==> src/rtl/contador_pkg.sv <==
// Shared types for the counter sequencing controller: FSM state encoding and default widths.
package contador_pkg;
  localparam int STATE_W = 2;
  localparam int DEFAULT_WIDTH = 4;

  typedef enum logic [STATE_W-1:0] {
    S_IDLE  = 2'd0,
    S_RUN   = 2'd1,
    S_PAUSE = 2'd2,
    S_DONE  = 2'd3
  } state_t;
endpackage

==> src/rtl/contador_nucleo.sv <==
// Counter core: WIDTH-bit register with synchronous clear, hold and increment enable.
import contador_pkg::*;

module contador_nucleo #(
  parameter int WIDTH = DEFAULT_WIDTH
) (
  input  logic             clk,
  input  logic             rst,
  input  logic             clr,
  input  logic             en,
  input  logic             hold,
  output logic [WIDTH-1:0] count
);

  // Priority clr > hold > en.
  always_ff @(posedge clk or negedge rst) begin
    if (!rst)
      count <= '0;
    else if (clr)
      count <= '0;
    else if (!hold && en)
      count <= count + WIDTH'(1);
  end

endmodule

==> src/rtl/controlador_contador.sv <==
// Start/stop/pause sequencer around contador_nucleo, single-shot or continuous.
// Optional tick prescaler enabled by defining CTRL_PRESCALER_EN.
import contador_pkg::*;

module controlador_contador #(
  parameter int WIDTH   = DEFAULT_WIDTH,
  parameter int PRESC_W = 8
) (
  input  logic               clk,
  input  logic               rst,
  input  logic               start,
  input  logic               stop,
  input  logic               pause,
  input  logic               continuous,
  input  logic [WIDTH-1:0]   limit,
  input  logic [PRESC_W-1:0] presc_div,
  output logic [WIDTH-1:0]   count,
  output logic [1:0]         state,
  output logic               busy,
  output logic               tc,
  output logic               done
);

  // state   | meaning
  // S_IDLE  | waiting for start, count cleared
  // S_RUN   | counting on each tick
  // S_PAUSE | count and prescaler held while pause is high
  // S_DONE  | single-shot finished, count holds limit_q

  state_t           state_q;
  logic [WIDTH-1:0] limit_q;
  logic             mode_q;
  logic             tick;
  logic             terminal;
  logic             stop_act;
  logic             pause_act;
  logic             start_act;
  logic             tick_act;
  logic             clr;
  logic             en;

`ifdef CTRL_PRESCALER_EN
  logic [PRESC_W-1:0] presc_q;

  assign tick = (presc_q == presc_div);

  always_ff @(posedge clk or negedge rst) begin
    if (!rst)
      presc_q <= '0;
    else if (start_act || stop_act)
      presc_q <= '0;
    else if (state_q == S_RUN && !pause_act)
      presc_q <= tick ? '0 : presc_q + PRESC_W'(1);
  end
`else
  logic presc_unused;

  assign tick = 1'b1;
  assign presc_unused = ^presc_div;
`endif

  assign terminal  = (count == limit_q);
  assign stop_act  = stop && (state_q != S_IDLE);
  assign pause_act = pause && !stop_act && (state_q == S_RUN || state_q == S_PAUSE);
  assign start_act = start && !stop_act && (state_q == S_IDLE || state_q == S_DONE);
  assign tick_act  = tick && !stop_act && !pause_act && (state_q == S_RUN);

  // Continuous wrap goes through clr so the core never counts past limit_q.
  assign clr = stop_act || start_act || (tick_act && terminal && mode_q);
  assign en  = tick_act && !terminal;

  contador_nucleo #(.WIDTH(WIDTH)) u_nucleo (
    .clk   (clk),
    .rst   (rst),
    .clr   (clr),
    .en    (en),
    .hold  (pause_act),
    .count (count)
  );

  always_ff @(posedge clk or negedge rst) begin
    if (!rst) begin
      state_q <= S_IDLE;
      limit_q <= '0;
      mode_q  <= 1'b0;
      busy    <= 1'b0;
      tc      <= 1'b0;
      done    <= 1'b0;
    end else begin
      tc <= 1'b0;
      if (stop_act) begin
        state_q <= S_IDLE;
        busy    <= 1'b0;
        done    <= 1'b0;
      end else begin
        case (state_q)
          S_IDLE, S_DONE: begin
            if (start) begin
              limit_q <= limit;
              mode_q  <= continuous;
              state_q <= S_RUN;
              busy    <= 1'b1;
              done    <= 1'b0;
            end
          end
          S_RUN: begin
            if (pause) begin
              state_q <= S_PAUSE;
            end else if (tick && terminal) begin
              tc <= 1'b1;
              if (!mode_q) begin
                state_q <= S_DONE;
                busy    <= 1'b0;
                done    <= 1'b1;
              end
            end
          end
          S_PAUSE: begin
            if (!pause)
              state_q <= S_RUN;
          end
          default: state_q <= S_IDLE;
        endcase
      end
    end
  end

  assign state = state_q;

endmodule

==> config.mk <==
export PLATFORM = sky130hd
export DESIGN_NAME = controlador_contador
export DESIGN_NICKNAME = d
export VERILOG_FILES = /design/src/rtl/contador_pkg.sv /design/src/rtl/contador_nucleo.sv /design/src/rtl/controlador_contador.sv
export SDC_FILE = /design/constraint.sdc
export NUM_CORES = 1
export LEC_CHECK = 0
export ABC_AREA = 1
export CORE_UTILIZATION = 40
export CTS_CLUSTER_SIZE = 8
export DETAILED_ROUTE_END_ITERATION = 8
export HOLD_SLACK_MARGIN = 0.02
export PLACE_DENSITY_LB_ADDON = 0.2
export SETUP_SLACK_MARGIN = 0.4
export SYNTH_ARGS = -nofsm -noshare
export SYNTH_HDL_FRONTEND = slang
export SYNTH_HIERARCHICAL = 1
export SYNTH_SLANG_ARGS = --single-unit
==> constraint.sdc <==
create_clock -name clk -period 4.8 [get_ports clk]
set_clock_uncertainty 0.2 [all_clocks]
set_input_delay 0.48 -clock clk [delete_from_list [all_inputs] [get_ports clk]]
set_output_delay 0.48 -clock clk [all_outputs]
set_load 0.05 [all_outputs]
* Word level (Yosys, flattened, before mapping)
Index checks and enable logic that the tools add are counted.
** Cells by class
- Reduce and logical (&&, ||, !) cells :: 26
- Multiplexer cells :: 25
- Add/subtract/negate cells :: 1
- Bitwise operators :: 1
- Equal/unequal tests :: 11
** Operator list (count)
- $ne 3x3->1 const B :: 5
- $mux 1 :: 14
- $mux 2 :: 6
- $logic_and 1x1->1 :: 11
- $mux 4 :: 2
- $ne 4x4->1 const B :: 2
- $pmux 2 s3 :: 1
- $reduce_and 5->1 :: 1
- $add 4x1->4 const B :: 1
- $eq 2x2->1 const B :: 2
- $eq 4x4->1 :: 1
- $logic_or 1x1->1 :: 4
- $pmux 1 s2 :: 2
- $reduce_and 4->1 :: 1
- $reduce_bool 2->1 :: 2
- $logic_not 1->1 :: 3
- $reduce_and 3->1 :: 1
- $reduce_bool 3->1 :: 1
- $eq 2x1->1 const B :: 1
- $logic_not 2->1 :: 1
- $reduce_or 2->1 :: 1
- $not 1->1 :: 1
** Word-level totals
- Output and inout port bits :: 9
- Word-level logic and storage cells :: 71
- Register bits :: 14

* Depth between registers and ports, before layout
- Depth after elaboration :: 12
- Mapped depth :: 13
- Depth with buffers taken out :: 13

* Modules after synthesis
The synthesis kept the hierarchy.
** Modules (own cells, without submodules)
- controlador_contador :: cells each 95, times used 1, sequential area each 250.2 sq um, area each 663.1 sq um
- contador_nucleo :: cells each 28, times used 1, sequential area each 100.1 sq um, area each 205.2 sq um

* Worst setup path before layout
Ideal clock, no wire load.
- Path type :: reg-to-reg
- Start point :: register state_q[1], in the netlist state[1]
- End point :: register u_nucleo.count[3]
- Setup slack :: 2.523 ns
- Stages on the path, launching flop included :: 11
- Period minus slack after synthesis :: 2.277 ns
- Data arrival time :: 1.959 ns
- Cell sequence :: dfrtp_1 -> inv_1 -> ha_1 -> nand3_1 -> inv_1 -> a211oi_1 -> nand3_1 -> nor2_1 -> nand2_1 -> nand2_1 -> nor2_1
** RTL lines
- start, declared :: line controlador_contador.sv:30 : state_t state_q;
- start signal, assigned :: line controlador_contador.sv:83 : state_q <= S_IDLE;
- start signal, assigned :: line controlador_contador.sv:92 : state_q <= S_IDLE;
- start signal, assigned :: line controlador_contador.sv:101 : state_q <= S_RUN;
- $reduce_bool 2->1 :: line controlador_contador.sv:63 : assign stop_act = stop && (state_q != S_IDLE);
- $logic_and 1x1->1 :: line controlador_contador.sv:63
- $logic_not 1->1 :: line controlador_contador.sv:64 : assign pause_act = pause && !stop_act && (state_q == S_RUN || state_q == S_PAUSE);
- $logic_and 1x1->1 :: line controlador_contador.sv:64
- $logic_and 1x1->1 * :: line controlador_contador.sv:64
- via pause_act :: line controlador_contador.sv:36 : logic pause_act;
- $logic_not 1->1 * :: line controlador_contador.sv:66 : assign tick_act = tick && !stop_act && !pause_act && (state_q == S_RUN);
- $logic_and 1x1->1 * (2 in a row) :: line controlador_contador.sv:66
- $logic_and 1x1->1 * :: line controlador_contador.sv:70 : assign en = tick_act && !terminal;
- via en :: line controlador_contador.sv:40 : logic en;
- $logic_and 1x1->1 * :: line contador_nucleo.sv:21 : else if (!hold && en)
- $reduce_bool 2->1 (no line) *
- end signal, assigned :: line contador_nucleo.sv:22 : count <= count + WIDTH'(1);
- end, declared :: line contador_nucleo.sv:12 : output logic [WIDTH-1:0] count
Mark *: on every way through the listed nets, which the timed path passes. The rest lies on a longest branch.
A chain may end at the register's enable or synchronous reset.

* Worst setup path after layout
- Start point :: register u_nucleo.count[0]
- End point :: output count[0]
** RTL lines
- end, declared :: line controlador_contador.sv:17 : output logic [WIDTH-1:0] count,
No word-level cell between the ends.

==> results by group <==
Synthesis
  • Synthesized cell area: 868.3 sq um
  • Seq/Total Area, Yosys: 0.4035
  • Number of synthesized flops with an enable pin: 0
  • Area contributors post-synth: dfrtp_1 40%, nand2_1 14%, inv_1 7.3%
  • Yosys top cell area share: 0.4035
  • Dominant synthesized flop cell: dfrtp_1
  • Synth area leader: dfrtp_1
  • Syn_nets: 145
  • Yosys warnings: 6
  • Avg Inst Size Synth: 7.060 sq um
  • Synth unique cells: 17
  • Asr flop ratio synth: 1.000
  • Top post-synthesis cells by count: 32 x nand2_1, 17 x inv_1, 16 x nor2_1
  • #FFs+latches synth: 14
  • Most common cell in the netlist: nand2_1
  • Post-synthesis cell count: 123

Power and ir drop
  • Switching power: 0.3380 mW
  • Clock power share: 0.125
  • Logic pwr share: 0.592
  • Seq pwr share: 0.283
  • Switching Fraction: 0.4937
  • Internal: 0.3466 mW
  • Worst VDD drop: 0.0003405 V
  • Pwr dens: 614.8 nW/um^2
  • Leakage power: 0.5646 nW
  • Total Power: 0.6846 mW

CTS
  • Clock latency on the worst-skew pair: 0.28 ns
  • # hold bufs at CTS: 0
  • Reg clk slew, reported paths: 0.09 ns
  • Total CTS buffers: 3
  • CTS Sinks: 14
  • Clk root buf: clkbuf_4
  • Setup bufs post-CTS: 0
  • CTS tree: yes
  • Post-CTS sizing: 0
  • Htree depth: 1
  • Clock tree buffer depth: 2

Floorplan
  • Core area: 2002 sq um
  • Chip Width: 48.59 microns
  • Die Footprint: 2361 sq um
  • Rows: 16
  • Initial core utilization: 0.4338
  • Die height: 48.59 microns
  • IO Pins: 27

Critical path
  • Slowest cell on crit path: clkdlybuf4s50_1
  • WP data required: 4.12 ns
  • Buffers & Inverters on Critical Path: 1
  • CP endpoint kind: output pin
  • R2r setup slk: 2.72 ns
  • Reg2reg path depth: 11
  • R2R Path End: u_nucleo/count[2]$_DFFE_PN0P_
  • CP Max Fanout: 6
  • Crit path DAT: 1.57 ns
  • CP Cell Sequence: clkdlybuf4s50_1
  • Critical Path Max Stage Delay: 0.84 ns
  • Crit path launch type: register
  • RR Startpoint: state[1]$_DFFE_PN0P_
  • Top Family by Delay on Critical Path: buffers and inverters
  • CP Class: reg2out

Placement
  • Detailed Place HPWL: 1327 microns
  • Placed cell count: 167
  • I/O Buffers: 18
  • Routability cong.: 0.7366

Timing
  • Pins Over Slew Limit: 0
  • Final TNS setup: 0 ns
  • Tcrit/Tclk final: 0.4698
  • Worst slew margin: 0.5452
  • Hold Fails Final Rpt: 0
  • Final min period: 2.255 ns
  • Max Freq: 0.4435 GHz
  • Fin Hold WS: 0.2804 ns
  • Setup violations, final: 0
  • RSZ-0062 raised after global routing: false
  • Worst Max-Slew Pin Slew: 0.6801 ns

Route
  • Vias per cell: 4.708
  • Routed length per instance: 9.713 microns
  • First DRT Iteration DRCs: 7
  • ANT nets after route: 0
  • Final WL: 1661 microns
  • Via count: 805
  • Met3 wire len: 56 microns
  • Highest Signal Layer: met4
  • Met1 wire length: 746 microns
  • Drt drc: 0
  • Drt pass-1 iters: 4
  • Wire length on met2: 833 microns

Global routing
  • Grt total ovfl: 0
  • Initial antenna violation count: 0
  • Vias in the first global route: 763
  • First-pass GRT wire length: 3222 microns
  • Total Routing Usage GR: 0.1746
  • Largest net degree at the start of global routing: 15

Min path
  • Min-delay worst type: reg2reg
  • Hold Path End: busy$_DFFE_PN0P_
  • Hold_sp: busy$_DFFE_PN0P_
  • WHS Path Cells: 2

Final layout
  • Area delta synth->final: 28.24%
  • # nets final: 167
  • Final core occ: 0.5563
  • Share of post-route cells with drive strength above 1: 0.1389
  • ANT cells: 0
  • Non-filler instance count after layout: 171

Job
  • Max Cap Viol: 0

Status
  • Status: complete, no violations
power by group through the flow:
stage	combinational, mW	sequential [mW]	clock [mW]
floorplan	0.246	0.261	0
global placement	0.402	0.195	0
detailed placement	0.410	0.197	0
CTS	0.412	0.195	0.0895
global route	0.460	0.201	0.0963
finish	0.405	0.194	0.0854
layer usage:
layer | GRT usage | up-vias
met5 | 0 | -
met4 | 0.07353 | 0
met1 | 0.2198 | 370
li1 | - | 418
met2 | 0.2934 | 13
met3 | 0.03145 | 4
kinds of logic (layout without fill, tap and decap cells):
family	after synthesis	count (layout)	share of synthesized area
adders and majority gates	4	4	0.05764
DFF	14	14	0.4035
buffers and inverters	23	44	0.1009
AOI/OAI and AO/OA	9	9	0.05764
and+or+nand+nor	73	73	0.3804
per-stage QoR:
step / area [sq um] / setup WS [ns]
after floorplan: 868.3 / 2.523
after global placement: 1077 / 2.518
after detailed placement: 1077 / 2.453
after CTS: 1114 / 2.527
after global routing: 1114 / 2.402
final: 1114 / 2.545
worst max path at each step:
| stage | cells past startpoint | slack (ns) | end | from |
|---|---|---|---|---|
| global route | 12 | 2.40 | u_nucleo/count[2]$_DFFE_PN0P_ | state[1]$_DFFE_PN0P_ |
| CTS | 1 | 2.53 | count[0] | u_nucleo/count[0]$_DFFE_PN0P_ |
| finish | 1 | 2.55 | count[0] | u_nucleo/count[0]$_DFFE_PN0P_ |
| detailed placement | 11 | 2.45 | u_nucleo/count[2]$_DFFE_PN0P_ | stop |
| floorplan | 10 | 2.52 | u_nucleo/count[3]$_DFFE_PN0P_ | state[1]$_DFFE_PN0P_ |
| global placement | 10 | 2.52 | u_nucleo/count[2]$_DFFE_PN0P_ | stop |
cell type report:
cell class                      count  area, sq um
Clock buffer                        4        36.28
Inverter                           22        82.58
Timing Repair Buffer               18        180.2
Tap cell                           27        33.78
Multi-Input combinational cell     86        430.4
Sequential cell                    14        350.3
Fill cell                         193        888.4
cells in the final DEF, fill, tap and decap left out:
cell | netlist | final
nor2_4 | 2 | 2
and2_1 | 1 | 1
inv_2 | 5 | 5
clkbuf_8 | 0 | 1
dfrtp_1 | 14 | 14
nand3_1 | 11 | 11
clkdlybuf4s50_1 | 0 | 18
clkbuf_4 | 0 | 3
inv_1 | 17 | 17
o211ai_1 | 1 | 1
nand2_1 | 32 | 32
a211oi_1 | 1 | 1
ha_1 | 4 | 4
nor2_2 | 1 | 1
nor3_1 | 2 | 2
nor2_1 | 16 | 16
a21oi_1 | 6 | 6
nand2_2 | 8 | 8
o21ai_0 | 1 | 1
registers in the layout, summed over array words and instances, names as in the netlist:
name	flops
state	2
busy	1
mode_q	1
limit_q	4
done	1
tc	1
u_nucleo/count	4
Power figures use the tool's default switching activity.
